$ cat src/rtl/addsub_pkg.sv
// Shared definitions for the addsub_pipe execution unit: op encodings,
// default geometry and saturation constants.
package addsub_pkg;

    localparam int unsigned DEF_WIDTH  = 16;
    localparam int unsigned DEF_LANE_W = 4;
    localparam int unsigned MAX_W      = 64;

    typedef enum logic [1:0] {
        OP_ADD  = 2'b00,
        OP_SUB  = 2'b01,
        OP_PADD = 2'b10,
        OP_PSUB = 2'b11
    } op_e;

    // Most positive w-bit two's complement value, zero-extended to MAX_W.
    function automatic logic [MAX_W-1:0] sat_pos(input int unsigned w);
        logic [MAX_W-1:0] r;
        r = '0;
        for (int unsigned i = 0; i < MAX_W; i++) begin
            r[i] = (i + 1 < w);
        end
        return r;
    endfunction

    // Most negative w-bit two's complement value, zero-extended to MAX_W.
    function automatic logic [MAX_W-1:0] sat_neg(input int unsigned w);
        logic [MAX_W-1:0] r;
        r = '0;
        for (int unsigned i = 0; i < MAX_W; i++) begin
            r[i] = (i + 1 == w);
        end
        return r;
    endfunction

endpackage

$ cat src/rtl/addsub_pipe_if.sv
// Issue/writeback bundle for addsub_pipe: operand handshake in, result
// handshake and flags out.
interface addsub_pipe_if
    import addsub_pkg::*;
#(
    parameter int unsigned WIDTH = DEF_WIDTH
);
    logic             in_valid;
    logic             in_ready;
    logic [1:0]       op;
    logic [WIDTH-1:0] a;
    logic [WIDTH-1:0] b;
    logic             out_valid;
    logic             out_ready;
    logic [WIDTH-1:0] result;
    logic             flag_n;
    logic             flag_z;
    logic             flag_v;
    logic             busy;

    modport master (
        output in_valid, op, a, b, out_ready,
        input  in_ready, out_valid, result, flag_n, flag_z, flag_v, busy
    );

    modport slave (
        input  in_valid, op, a, b, out_ready,
        output in_ready, out_valid, result, flag_n, flag_z, flag_v, busy
    );
endinterface

$ cat src/rtl/addsub_lane.sv
// One LANE_W-bit carry-lookahead block with carry-out and signed overflow
// of its own top bit.
module addsub_lane #(
    parameter int unsigned LANE_W = 4
) (
    input  logic [LANE_W-1:0] a,
    input  logic [LANE_W-1:0] b,
    input  logic              cin,
    output logic [LANE_W-1:0] sum,
    output logic              cout,
    output logic              ovf
);
    logic [LANE_W-1:0] g;
    logic [LANE_W-1:0] p;
    logic [LANE_W:0]   c;
    logic              prod;
    logic              acc;

    // Each carry is a flat sum of products of g/p/cin, so no carry depends on another.
    always_comb begin
        g    = a & b;
        p    = a ^ b;
        c    = '0;
        c[0] = cin;
        prod = 1'b1;
        acc  = 1'b0;
        for (int unsigned i = 0; i < LANE_W; i++) begin
            prod = 1'b1;
            acc  = g[i];
            for (int unsigned k = i; k > 0; k--) begin
                prod = prod & p[k];
                acc  = acc | (prod & g[k-1]);
            end
            prod     = prod & p[0];
            acc      = acc | (prod & cin);
            c[i+1]   = acc;
        end
    end

    assign sum  = p ^ c[LANE_W-1:0];
    assign cout = c[LANE_W];
    assign ovf  = (a[LANE_W-1] == b[LANE_W-1]) & (sum[LANE_W-1] != a[LANE_W-1]);

endmodule

$ cat src/rtl/addsub_pipe.sv
// Two-stage pipelined add/sub unit with full-width and lane-wise packed modes.
// Define ADDSUB_SAT_EN to saturate overflowing units instead of wrapping.
module addsub_pipe
    import addsub_pkg::*;
#(
    parameter int unsigned WIDTH  = DEF_WIDTH,
    parameter int unsigned LANE_W = DEF_LANE_W
) (
    input logic         clk,
    input logic         rst_n,
    addsub_pipe_if.slave bus
);
    localparam int unsigned LANES = WIDTH / LANE_W;

    generate
        if ((WIDTH % LANE_W) != 0 || WIDTH > MAX_W || LANE_W < 2) begin : g_bad_geometry
            $error("addsub_pipe: WIDTH must be a multiple of LANE_W (LANE_W >= 2, WIDTH <= 64)");
        end
    endgenerate

    logic             s1_valid;
    logic [WIDTH-1:0] s1_a;
    logic [WIDTH-1:0] s1_b;
    op_e              s1_op;

    logic             s2_valid;
    logic [WIDTH-1:0] s2_res;
    logic             s2_n;
    logic             s2_z;
    logic             s2_v;

    logic s2_adv;
    logic s1_adv;
    logic accept;

    assign s2_adv       = !s2_valid | bus.out_ready;
    assign s1_adv       = !s1_valid | s2_adv;
    assign accept       = bus.in_valid & s1_adv;
    assign bus.in_ready = s1_adv;

    always_ff @(posedge clk or negedge rst_n) begin
        if (!rst_n) begin
            s1_valid <= 1'b0;
            s1_a     <= '0;
            s1_b     <= '0;
            s1_op    <= OP_ADD;
        end else if (s1_adv) begin
            s1_valid <= bus.in_valid;
            if (accept) begin
                s1_a  <= bus.a;
                s1_b  <= bus.b;
                s1_op <= op_e'(bus.op);
            end
        end
    end

    logic              sub;
    logic              packed_mode;
    logic [WIDTH-1:0]  b_eff;
    logic [LANES-1:0]  lane_cin;
    logic [LANES-1:0]  lane_cout;
    logic [LANES-1:0]  lane_ovf;
    logic [WIDTH-1:0]  raw_sum;

    assign sub         = (s1_op == OP_SUB)  | (s1_op == OP_PSUB);
    assign packed_mode = (s1_op == OP_PADD) | (s1_op == OP_PSUB);
    assign b_eff       = sub ? ~s1_b : s1_b;

    // Packed modes re-inject the subtract bit at every lane instead of chaining.
    generate
        for (genvar l = 0; l < LANES; l++) begin : g_lane
            if (l == 0) begin : g_first
                assign lane_cin[l] = sub;
            end else begin : g_rest
                assign lane_cin[l] = packed_mode ? sub : lane_cout[l-1];
            end

            addsub_lane #(.LANE_W(LANE_W)) u_lane (
                .a   (s1_a[l*LANE_W +: LANE_W]),
                .b   (b_eff[l*LANE_W +: LANE_W]),
                .cin (lane_cin[l]),
                .sum (raw_sum[l*LANE_W +: LANE_W]),
                .cout(lane_cout[l]),
                .ovf (lane_ovf[l])
            );
        end
    endgenerate

    logic [WIDTH-1:0] fin_res;
    logic             fin_v;

    always_comb begin
        fin_res = raw_sum;
        fin_v   = packed_mode ? |lane_ovf : lane_ovf[LANES-1];
`ifdef ADDSUB_SAT_EN
        // The A sign of an overflowing unit gives the overflow direction.
        if (packed_mode) begin
            for (int unsigned l = 0; l < LANES; l++) begin
                if (lane_ovf[l]) begin
                    fin_res[l*LANE_W +: LANE_W] = s1_a[l*LANE_W + LANE_W - 1]
                        ? LANE_W'(sat_neg(LANE_W)) : LANE_W'(sat_pos(LANE_W));
                end
            end
        end else if (lane_ovf[LANES-1]) begin
            fin_res = s1_a[WIDTH-1] ? WIDTH'(sat_neg(WIDTH)) : WIDTH'(sat_pos(WIDTH));
        end
`endif
    end

    always_ff @(posedge clk or negedge rst_n) begin
        if (!rst_n) begin
            s2_valid <= 1'b0;
            s2_res   <= '0;
            s2_n     <= 1'b0;
            s2_z     <= 1'b0;
            s2_v     <= 1'b0;
        end else if (s2_adv) begin
            s2_valid <= s1_valid;
            if (s1_valid) begin
                s2_res <= fin_res;
                s2_n   <= fin_res[WIDTH-1];
                s2_z   <= (fin_res == '0);
                s2_v   <= fin_v;
            end
        end
    end

    assign bus.out_valid = s2_valid;
    assign bus.result    = s2_res;
    assign bus.flag_n    = s2_n;
    assign bus.flag_z    = s2_z;
    assign bus.flag_v    = s2_v;
    assign bus.busy      = s1_valid | s2_valid;

endmodule

$ cat src/flat_wrapper.sv
// flat-port wrapper written by rule: the top's interface ports become plain ports
module addsub_pipe_flat import addsub_pkg::*;
#(
    parameter int unsigned WIDTH  = DEF_WIDTH,
    parameter int unsigned LANE_W = DEF_LANE_W
)
  (clk, rst_n, bus_in_valid, bus_op, bus_a, bus_b, bus_out_ready, bus_in_ready, bus_out_valid, bus_result, bus_flag_n, bus_flag_z, bus_flag_v, bus_busy);
  addsub_pipe_if #(.WIDTH(WIDTH)) bus_i ();
  input logic clk;
  input logic rst_n;
  input wire logic [$bits(bus_i.in_valid)-1:0] bus_in_valid;
  input wire logic [$bits(bus_i.op)-1:0] bus_op;
  input wire logic [$bits(bus_i.a)-1:0] bus_a;
  input wire logic [$bits(bus_i.b)-1:0] bus_b;
  input wire logic [$bits(bus_i.out_ready)-1:0] bus_out_ready;
  output wire logic [$bits(bus_i.in_ready)-1:0] bus_in_ready;
  output wire logic [$bits(bus_i.out_valid)-1:0] bus_out_valid;
  output wire logic [$bits(bus_i.result)-1:0] bus_result;
  output wire logic [$bits(bus_i.flag_n)-1:0] bus_flag_n;
  output wire logic [$bits(bus_i.flag_z)-1:0] bus_flag_z;
  output wire logic [$bits(bus_i.flag_v)-1:0] bus_flag_v;
  output wire logic [$bits(bus_i.busy)-1:0] bus_busy;
  assign bus_i.in_valid = bus_in_valid;
  assign bus_i.op = bus_op;
  assign bus_i.a = bus_a;
  assign bus_i.b = bus_b;
  assign bus_i.out_ready = bus_out_ready;
  assign bus_in_ready = bus_i.in_ready;
  assign bus_out_valid = bus_i.out_valid;
  assign bus_result = bus_i.result;
  assign bus_flag_n = bus_i.flag_n;
  assign bus_flag_z = bus_i.flag_z;
  assign bus_flag_v = bus_i.flag_v;
  assign bus_busy = bus_i.busy;
  addsub_pipe #(.WIDTH(WIDTH), .LANE_W(LANE_W)) u_core (.clk(clk), .rst_n(rst_n), .bus(bus_i));
endmodule
$ cat config.mk
export PLATFORM = sky130hd
export DESIGN_NAME = addsub_pipe_flat
export DESIGN_NICKNAME = d
export VERILOG_FILES = /design/src/rtl/addsub_pkg.sv /design/src/rtl/addsub_pipe_if.sv /design/src/rtl/addsub_lane.sv /design/src/rtl/addsub_pipe.sv /design/src/flat_wrapper.sv
export SDC_FILE = /design/constraint.sdc
export NUM_CORES = 1
export LEC_CHECK = 0
export CAP_MARGIN = 20
export CELL_PAD_IN_SITES_DETAIL_PLACEMENT = 0
export CELL_PAD_IN_SITES_GLOBAL_PLACEMENT = 2
export CORE_UTILIZATION = 35
export DETAILED_ROUTE_END_ITERATION = 12
export PLACE_DENSITY = 0.79
export SETUP_SLACK_MARGIN = 0.3
export SYNTH_ARGS = -nofsm -noshare
export SYNTH_HDL_FRONTEND = slang
export SYNTH_HIERARCHICAL = 1
export SYNTH_SLANG_ARGS = --single-unit
export TNS_END_PERCENT = 1
$ cat constraint.sdc
create_clock -name clk -period 5.7 [get_ports clk]
set_input_delay 1.425 -clock clk [delete_from_list [all_inputs] [get_ports clk]]
set_output_delay 1.425 -clock clk [all_outputs]
set_load 0.02 [all_outputs]
Word-level counts from Yosys, hierarchy flattened
Cells that the tools add are included.
W data, S select, Z words.
{"block": "word_totals", "word_cells": 147, "output_inout_bits": 22, "ff_bits": 55}
{"block": "classes", "bitwise": 116, "eq_ne": 11, "n_mux": 5, "n_reduce_logical": 6}
{"operator": "$and A1 B1 Y1", "count": 62}
{"operator": "$or A1 B1 Y1", "count": 41}
{"operator": "$xor A4 B4 Y4", "count": 8}
{"operator": "$logic_not A16 Y1", "count": 1}
{"operator": "$mux W16", "count": 1}
{"operator": "$not A16 Y16", "count": 1}
{"operator": "$and A4 B4 Y4", "count": 3}
{"operator": "$eq A1 B1 Y1", "count": 4}
{"operator": "$eq A2 B2 Y1 const B", "count": 2}
{"operator": "$mux W1", "count": 4}
{"operator": "$ne A1 B1 Y1", "count": 4}
{"operator": "$reduce_and A2 Y1", "count": 2}
{"operator": "$reduce_or A4 Y1", "count": 1}
{"operator": "$and A3 B3 Y3", "count": 1}
{"operator": "$eq A2 B1 Y1 const B", "count": 1}
{"operator": "$logic_not A1 Y1", "count": 2}

Longest topological paths before layout
Gate-level depths: netlist of run 1.
{"block": "depth", "ltp_word": 23, "ltp_mapped": 24, "mapped_depth_nobuf": 23}

Hierarchy
Netlist of run 1, hierarchy kept.
{"module": "addsub_pipe", "seq_area_each_um2": 1351.3, "cells_each": 153, "area_per_inst_um2": 2414.8, "instances": 1}
{"module": "addsub_lane", "seq_area_each_um2": 0.0, "cells_each": 22, "area_per_inst_um2": 193.9, "instances": 4}

Least setup slack after synthesis of run 1
Ideal clock, no wire load.
{"block": "synth_timing", "path_type": "register -> register", "from": "reg u_core.s1_op[0]", "to": "reg u_core.s2_v, in the netlist u_core/bus.flag_v", "arrival_time_ns": 4.050, "path_buffers": 1, "slack_ns": 1.518, "stages_incl_launch_ff": 24, "required_time_ns": 5.568, "period_less_slack_ns": 4.182, "cell_sequence": "dfrtp_1 > buf_2 > xor2_1 > ha_1 > a211o_1 > a21oi_4 > o21bai_1 > inv_1 > o21ai_0 > a211o_1 > a21oi_4 > o21bai_1 > inv_1 > o21ai_0 > a211o_1 > a21oi_4 > o21bai_1 > inv_1 > o21ai_0 > a211o_1 > a21oi_4 > mux2_4 > a21oi_1 > a31oi_1"}
{"block": "synth_via", "elab_cells_between_ends": 100, "cone_classes": "eq/ne (11); mux (5); bitwise (83); reduce/logical (1)"}
{"item": "start, declared", "line_no": "addsub_pipe.sv:24", "source": "op_e s1_op;"}
{"item": "start signal, assigned", "line_no": "addsub_pipe.sv:52", "source": "s1_op <= op_e'(bus.op);"}
{"item": "$eq A2 B1 Y1 or $eq A2 B2 Y1 (tied branches)", "line_no": "addsub_pipe.sv:65", "source": "assign sub = (s1_op == OP_SUB) | (s1_op == OP_PSUB);"}
{"item": "$or A1 B1 Y1 (*)", "line_no": "addsub_pipe.sv:65"}
{"item": "$mux W16 (*)", "line_no": "addsub_pipe.sv:67", "source": "assign b_eff = sub ? ~s1_b : s1_b;"}
{"item": "named net u_core.b_eff[0]", "line_no": "addsub_pipe.sv:59", "source": "logic [WIDTH-1:0] b_eff;"}
{"item": "$and A4 B4 Y4 or $xor A4 B4 Y4 (tied branches)", "line_no": "addsub_lane.sv:21, addsub_lane.sv:22"}
{"item": "$and A1 B1 Y1, on equally long branches", "line_no": "addsub_lane.sv:32, addsub_lane.sv:34"}
{"item": "$or A1 B1 Y1 or $and A1 B1 Y1 (tied branches)", "line_no": "addsub_lane.sv:32, addsub_lane.sv:35"}
{"item": "$or A1 B1 Y1 (*)", "line_no": "addsub_lane.sv:35", "source": "acc = acc | (prod & cin);"}
{"item": "named net u_core.lane_cout[0]", "line_no": "addsub_pipe.sv:61", "source": "logic [LANES-1:0] lane_cout;"}
{"item": "[... 1 more ...]"}
{"item": "named net u_core.lane_cin[1]", "line_no": "addsub_pipe.sv:60", "source": "logic [LANES-1:0] lane_cin;"}
{"item": "[... 2 more ...]"}
{"item": "named net u_core.lane_cout[1]", "line_no": "addsub_pipe.sv:61"}
{"item": "[... 1 more ...]"}
{"item": "named net u_core.lane_cin[2]", "line_no": "addsub_pipe.sv:60"}
{"item": "[... 2 more ...]"}
{"item": "named net u_core.lane_cout[2]", "line_no": "addsub_pipe.sv:61"}
{"item": "[... 1 more ...]"}
{"item": "named net u_core.lane_cin[3]", "line_no": "addsub_pipe.sv:60"}
{"item": "$and A1 B1 Y1 (*)", "line_no": "addsub_lane.sv:35"}
{"item": "$or A1 B1 Y1 (*)", "line_no": "addsub_lane.sv:35"}
{"item": "$xor A4 B4 Y4 (*)", "line_no": "addsub_lane.sv:40", "source": "assign sum = p ^ c[LANE_W-1:0];"}
{"item": "$ne A1 B1 Y1 (*)", "line_no": "addsub_lane.sv:42", "source": "assign ovf = (a[LANE_W-1] == b[LANE_W-1]) & (sum[LANE_W-1] != a[LANE_W-1]);"}
{"item": "$and A1 B1 Y1 (*)", "line_no": "addsub_lane.sv:42"}
{"item": "named net u_core.lane_ovf[3]", "line_no": "addsub_pipe.sv:62", "source": "logic [LANES-1:0] lane_ovf;"}
{"item": "$reduce_or A4 Y1", "line_no": "addsub_pipe.sv:94", "source": "fin_v = packed_mode ? |lane_ovf : lane_ovf[LANES-1];"}
{"item": "$mux W1 (*)", "line_no": "addsub_pipe.sv:94"}
{"item": "end signal, assigned", "line_no": "addsub_pipe.sv:123", "source": "s2_v <= fin_v;"}
{"item": "end, declared", "line_no": "addsub_pipe.sv:30", "source": "logic s2_v;"}
The timed path passes the listed nets; every way through them passes the cells marked *.
A chain may end at the register's enable or synchronous reset.

Worst setup path in the final report of run 1
{"block": "layout_timing", "from": "reg u_core.s1_op[0]", "to": "reg u_core.s2_z, in the netlist u_core/bus.flag_z"}
{"block": "layout_via", "elab_chain_len": 20, "elab_cells_between_ends": 115, "cone_classes": "eq/ne (3); mux (4); bitwise (107); reduce/logical (1)"}
{"item": "$eq A2 B1 Y1 or $eq A2 B2 Y1 (tied branches)", "line_no": "addsub_pipe.sv:65"}
{"item": "$or A1 B1 Y1 (*)", "line_no": "addsub_pipe.sv:65"}
{"item": "$mux W16 (*)", "line_no": "addsub_pipe.sv:67"}
{"item": "named net u_core.b_eff[3]", "line_no": "addsub_pipe.sv:59"}
{"item": "$xor A4 B4 Y4", "line_no": "addsub_lane.sv:22", "source": "p = a ^ b;"}
{"item": "$and A1 B1 Y1, on equally long branches", "line_no": "addsub_lane.sv:32, addsub_lane.sv:31"}
{"item": "$or A1 B1 Y1 (tied with other cells) (2 in series)", "line_no": "addsub_lane.sv:32", "source": "acc = acc | (prod & g[k-1]);"}
{"item": "$or A1 B1 Y1 or $and A1 B1 Y1 (tied branches)", "line_no": "addsub_lane.sv:32, addsub_lane.sv:35"}
{"item": "[... 1 more ...]"}
{"item": "named net u_core.lane_cout[0]", "line_no": "addsub_pipe.sv:61"}
{"item": "[... 1 more ...]"}
{"item": "named net u_core.lane_cin[1]", "line_no": "addsub_pipe.sv:60"}
{"item": "[... 2 more ...]"}
{"item": "named net u_core.lane_cout[1]", "line_no": "addsub_pipe.sv:61"}
{"item": "[... 1 more ...]"}
{"item": "named net u_core.lane_cin[2]", "line_no": "addsub_pipe.sv:60"}
{"item": "[... 2 more ...]"}
{"item": "named net u_core.lane_cout[2]", "line_no": "addsub_pipe.sv:61"}
{"item": "$mux W1 (*)", "line_no": "addsub_pipe.sv:75", "source": "assign lane_cin[l] = packed_mode ? sub : lane_cout[l-1];"}
{"item": "named net u_core.lane_cin[3]", "line_no": "addsub_pipe.sv:60"}
{"item": "$and A1 B1 Y1 (*)", "line_no": "addsub_lane.sv:35"}
{"item": "$or A1 B1 Y1 (*)", "line_no": "addsub_lane.sv:35"}
{"item": "$xor A4 B4 Y4 (*)", "line_no": "addsub_lane.sv:40"}
{"item": "named net u_core.fin_res[13]", "line_no": "addsub_pipe.sv:89", "source": "logic [WIDTH-1:0] fin_res;"}
{"item": "$logic_not A16 Y1 (*)", "line_no": "addsub_pipe.sv:122", "source": "s2_z <= (fin_res == '0);"}
{"item": "end signal, assigned", "line_no": "addsub_pipe.sv:122"}
{"item": "end, declared", "line_no": "addsub_pipe.sv:29", "source": "logic s2_z;"}
Marked as above.

==> impl_metrics.toml, run 1 <==
[power]
power.density_nw_per_um2 = 410
vdd_drop_max_v = 0.000125
p_leak_uw = 0.00179
power_uw = 1610

[worst_setup_path]
setup.worst_path.start_class = "flip-flop"
rr_startpoint = "u_core/s1_op[0]$_DFFE_PN0P_"
r2r_slack_ps = 1170
crit_type = "reg -> reg"
cp_cell_sequence = "buf_4, xor2_1, ha_1, inv_1, o21bai_1, inv_1, o21ai_0, a211o_1, a21oi_4, o21bai_1, inv_1, o21ai_0, a211o_1, a21oi_4, o21bai_1, inv_1, o21ai_0, inv_1, fa_1, xnor2_1, nor4_1, nand4_1, mux2i_1"
crit_required_ps = 5930
crit_arrival_ps = 4760
crit_path_end_kind = "flip-flop"
crit_top_cell = "inv_1"
worst-path-max-fanout = 18
critPathLaunch = "u_core/s1_op[0]$_DFFE_PN0P_"
cp_slowest_cell = "dfrtp_1"
reg2reg_depth = 23
critPathMaxStageDelay_ps = 440

[flow_run]
cap_violations = 0

[final_layout]
syn_to_final_growth_pct = 23.2
final_util = 0.447
final_nets = 357
drive_above_1_share = 0.273
final_cells = 408
antenna_cells = 0

[die]
fp-row-count = 34
ioPinCount = 60
die_area_um2 = 9470
die_h_um = 97.3
die_width_um = 97.3
initial_core_util = 0.363
core_area_um2 = 8760

[cts]
clock_latency_ps = 300
cts_buffers = 5
root_buffer = "clkbuf_8"
cts_hold_buf = 0
cts_tree = "done"
post_cts_buffers = 0
cts_resized = 0
h-tree-depth = 2
clk_pin_slew_ps = 90
clk_path_buf_depth = 2
clkSinkCount = 54

[sta]
worst_pin_slew_ps = 675
finalWorstSetupSlack_ps = 1170
rsz0062_at_grt = "false"
hold_violations = 0
fin_crit_sh = 0.795
finalMaxSlewViolations = 0
setup_viol = 0
skew_ps = 8.41
max_clock_freq_ghz = 0.221
tns_ps = 0
slew_headroom = 0.550
period_needed_ps = 4530

[global_route]
grt.overflow.total = 0
grtUsageTotal = 0.125
grt_max_degree = 55
antenna_found_initial = 0
grt_first_pass_wirelength_mm = 9.45
grt_pass1_vias = 1859

[drt]
wl_mm = 5.40
drtPass1Iterations = 4
drc = 0
drtAntennaViolNets = 0
initialDrtViolationCount = 49
via_per_inst = 4.55
dr_total_vias = 1856
post_drt_wl_per_cell_um = 13.2

[min_path]
hp-start = "u_core/bus.result[9]$_DFFE_PN0P_"
holdPathStages = 1
min_path_type = "reg -> reg"

[synthesis]
yosys_warnings = 6
avgSynthCellArea_um2 = 13.3
syn_inst = 239
syn_area_um2 = 3180
syn-num-nets = 297

[placed_design]
gp_congestion = 0.696
dp_cells = 400
pre_cts_ws_ps = 1140
dp_hpwl_mm = 4.22
portBuffers = 59

[status]
status = "finished clean"
==> state kept, by name (all words and copies together) (netlist names) <==
| register | flops |
|---|---|
| u_core/s1_a | 16 |
| u_core/s1_b | 16 |
| u_core/bus.flag_v | 1 |
| u_core/bus.out_valid | 1 |
| u_core/s1_valid | 1 |
| u_core/s1_op | 2 |
| u_core/bus.flag_z | 1 |
| u_core/bus.result | 16 |
==> metrics by stage <==
| step | hold slack, ps | cell area [um2] |
|---|---|---|
| 6_report | 512 | 3920 |
| 4_1_cts | 519 | 3920 |
| 3_5_place_dp | 495 | 3820 |
| 3_3_place_gp | 489 | 3820 |
| 5_1_grt | 536 | 3920 |
| 2_1_floorplan | 488 | 3180 |
==> placed cells by master, fill, tap and decap left out, types with 2 or more instances in the layout <==
| cell type | instances |
|---|---|
| clkbuf_8 | 6 |
| clkdlybuf4s50_1 | 58 |
| dfrtp_1 | 54 |
| nor4_1 | 4 |
| mux2_2 | 20 |
| mux2_4 | 34 |
| buf_4 | 2 |
| a211o_1 | 4 |
| o21bai_1 | 3 |
| fa_1 | 4 |
| xnor2_1 | 8 |
| ha_1 | 16 |
| nor2_1 | 4 |
| inv_1 | 23 |
| xor2_1 | 16 |
| o21a_2 | 4 |
| o21ai_0 | 3 |
| a21o_2 | 4 |
| a211oi_1 | 4 |
| nor2b_1 | 4 |
| a21oi_4 | 4 |
| a21oi_1 | 6 |
==> report_power, final <==
group | internal (uW) | total [uW] | switching [uW] | leakage [uW]
clock | 97.8 | 217 | 119 | 0.0000472
sequential | 482 | 549 | 66.7 | 0.000629
combinational | 442 | 841 | 399 | 0.00112
==> metal layers <==
metal,global-route usage,share of wire
met5,0,0
met4,0.0475,0.013
met3,0.0187,0.038
met2,0.185,0.42
met1,0.183,0.52
==> area by class of cell <==
type | count | area, um2
tap | 108 | 135
clock inverter | 2 | 12.5
clock buffer | 6 | 82.6
timing repair buffer | 61 | 601
sequential | 54 | 1350
fill | 812 | 4850
inverter | 23 | 86.3
multi-input combinational | 154 | 1650
==> critical path, delay by kind of cell (launching register included) <==
family | cells | cell delay, ps
compound gates | 10 | 1870
xor+xnor | 2 | 370
simple gates | 2 | 390
flops | 1 | 440
buf+inv | 6 | 520
fa+ha+maj | 2 | 740
mux | 1 | 130
==> path summary, 6_finish.rpt <==
kind                                               endpoint
setup / recovery              u_core/bus.flag_z$_DFFE_PN0P_
hold / removal             u_core/bus.result[9]$_DFFE_PN0P_
setup reg to reg              u_core/bus.flag_z$_DFFE_PN0P_
hold reg to reg            u_core/bus.result[9]$_DFFE_PN0P_
max in group asynchronous       u_core/s1_a[10]$_DFFE_PN0P_
min in group asynchronous  u_core/bus.result[5]$_DFFE_PN0P_
No activity file was read; power rests on OpenSTA's default activity.
==> run 2: changes to the inputs <==
==> constraint.sdc (replaced) <==
create_clock -name clk -period 4.7 [get_ports clk]
set_input_delay 1.175 -clock clk [delete_from_list [all_inputs] [get_ports clk]]
set_output_delay 1.175 -clock clk [all_outputs]
set_load 0.02 [all_outputs]
==> run 2 against run 1 <==
Flip-flop and latch count stayed put. Wire length is 2.1% higher. Final cell count is 0.49% higher. Die area stayed put. Global-route usage is 0.11 points higher. Sequential share of layout area is 0.44 points lower. Largest cell class unchanged.
==> impl_metrics.toml, run 2 (synthesis gave the netlist of run 1 again) <==
[status]
status = "finished clean"

[drt]
wl_mm = 5.52
drtAntennaViolNets = 0
initialDrtViolationCount = 41
post_drt_wl_per_cell_um = 13.5
dr_total_vias = 1857
drtPass1Iterations = 4
via_per_inst = 4.53
drc = 0

[worst_setup_path]
crit_type = "reg -> reg"
crit_required_ps = 4890
setup.worst_path.start_class = "flip-flop"
crit_path_end_kind = "flip-flop"
critPathMaxStageDelay_ps = 470
cp_cell_sequence = "xor2_2, ha_1, a211o_1, a21oi_4, o21bai_1, inv_1, o21ai_1, a211o_1, a21oi_4, o21bai_1, inv_1, o21ai_1, a211o_1, a21oi_4, o21bai_1, inv_1, o21ai_2, a211o_1, a21oi_4, mux2_4, a21oi_1, a31oi_1"
crit_arrival_ps = 4400
cp_slowest_cell = "dfrtp_2"
crit_buf_inv = 3
worst-path-max-fanout = 6
path_delay_family = "compound AO/OA/AOI/OAI gates"

[sta]
finalMaxSlewViolations = 0
max_clock_freq_ghz = 0.238
fin_crit_sh = 0.895
hold_violations = 0
slew_headroom = 0.543
setup_viol = 0
skew_ps = 8.00
tns_ps = 0
finalWorstSetupSlack_ps = 491
worst_pin_slew_ps = 686
period_needed_ps = 4210
rsz0062_at_grt = "true"

[cts]
clkSinkCount = 54
h-tree-depth = 2
clk_pin_slew_ps = 100
cts_tree = "done"
cts_buffers = 5
clk_path_buf_depth = 2
clock_latency_ps = 310
root_buffer = "clkbuf_8"

[final_layout]
final_nets = 359
syn_to_final_growth_pct = 24.9
final_common_cell = "clkdlybuf4s50_1"
antenna_cells = 0
final_cell_mix = "clkdlybuf4s50_1, dfrtp_1, mux2_4"
drive_above_1_share = 0.295

[placed_design]
gp_congestion = 0.726
dp_hpwl_mm = 4.28
pre_cts_ws_ps = 162
portBuffers = 59

[global_route]
grt.overflow.total = 0
grt.met1_usage = 0.184
antenna_found_initial = 0
use_met3 = 0.0237
use_met2 = 0.189
grt_first_pass_wirelength_mm = 9.52
grt_max_degree = 55
grt-busiest-layer = "met2"
grtUsageTotal = 0.126
grt_pass1_vias = 1926

[power]
power.density_nw_per_um2 = 506
vdd_drop_max_v = 0.000171
p_leak_uw = 0.00182

[die]
core_area_um2 = 8760
initial_core_util = 0.363
fp-row-count = 34
die_area_um2 = 9470
die_width_um = 97.3
ioPinCount = 60
die_h_um = 97.3

[flow_run]
cap_violations = 0

[min_path]
min_path_type = "reg -> reg"
==> run 2: power breakdown <==
group | total, uW | switching, uW | internal, uW
clock network | 308 | 151 | 157
logic | 1030 | 490 | 544
registers | 668 | 82.4 | 585
total | 2010 | 723 | 1290
==> run 2: through the flow <==
step                       util  total power, uW  instances  cell area (um2)  hold slack [ps]
after floorplan               -             1380        239             3180              488
after global placement    0.437             1700        401             3830              490
after detailed placement  0.437             1710        401             3830              497
after CTS                 0.449             2020        409             3940              520
after global routing      0.453             2160        410             3970              536
final                     0.453             2010        410             3970              514
==> run 2: layer usage <==
layer | share of wire | wire, um | up-vias
met1 | 0.53 | 2910 | 861
met3 | 0.035 | 195 | 5
met5 | 0 | 0 | -
met4 | 0.0063 | 35 | 0
li1 | - | - | 950
met2 | 0.43 | 2370 | 41
==> run 2: area by class of cell <==
| type | count | area (um2) |
|---|---|---|
| multi-input cells | 154 | 1670 |
| well taps | 108 | 135 |
| clock inverters | 3 | 40.0 |
| repair buffers | 63 | 616 |
| flip-flops and latches | 54 | 1350 |
| fillers | 790 | 4790 |
| inverters | 23 | 86.3 |
| clock buffers | 5 | 68.8 |
==> run 2: path summary, 6_finish.rpt <==
kind | startpoint | end | slack (ps) | cells after the start
setup / recovery | u_core/s1_op[0]$_DFFE_PN0P_ | u_core/bus.flag_v$_DFFE_PN0P_ | 490 | 22
hold / removal | u_core/bus.result[8]$_DFFE_PN0P_ | u_core/bus.result[8]$_DFFE_PN0P_ | 510 | 1
setup reg to reg | u_core/s1_op[0]$_DFFE_PN0P_ | u_core/bus.flag_v$_DFFE_PN0P_ | 490 | 22
hold reg to reg | u_core/bus.result[8]$_DFFE_PN0P_ | u_core/bus.result[8]$_DFFE_PN0P_ | 510 | 1
max in group asynchronous | rst_n | u_core/s1_op[0]$_DFFE_PN0P_ | 3210 | 2
min in group asynchronous | rst_n | u_core/s1_a[0]$_DFFE_PN0P_ | 970 | 2
==> run 2: repair_timing <==
action | in CTS | in global routing
endpoints found under the setup margin | 2 | 4
buffers inserted | 0 | 1
resized for setup | 2 | 6
hold buffers | 0 | 0
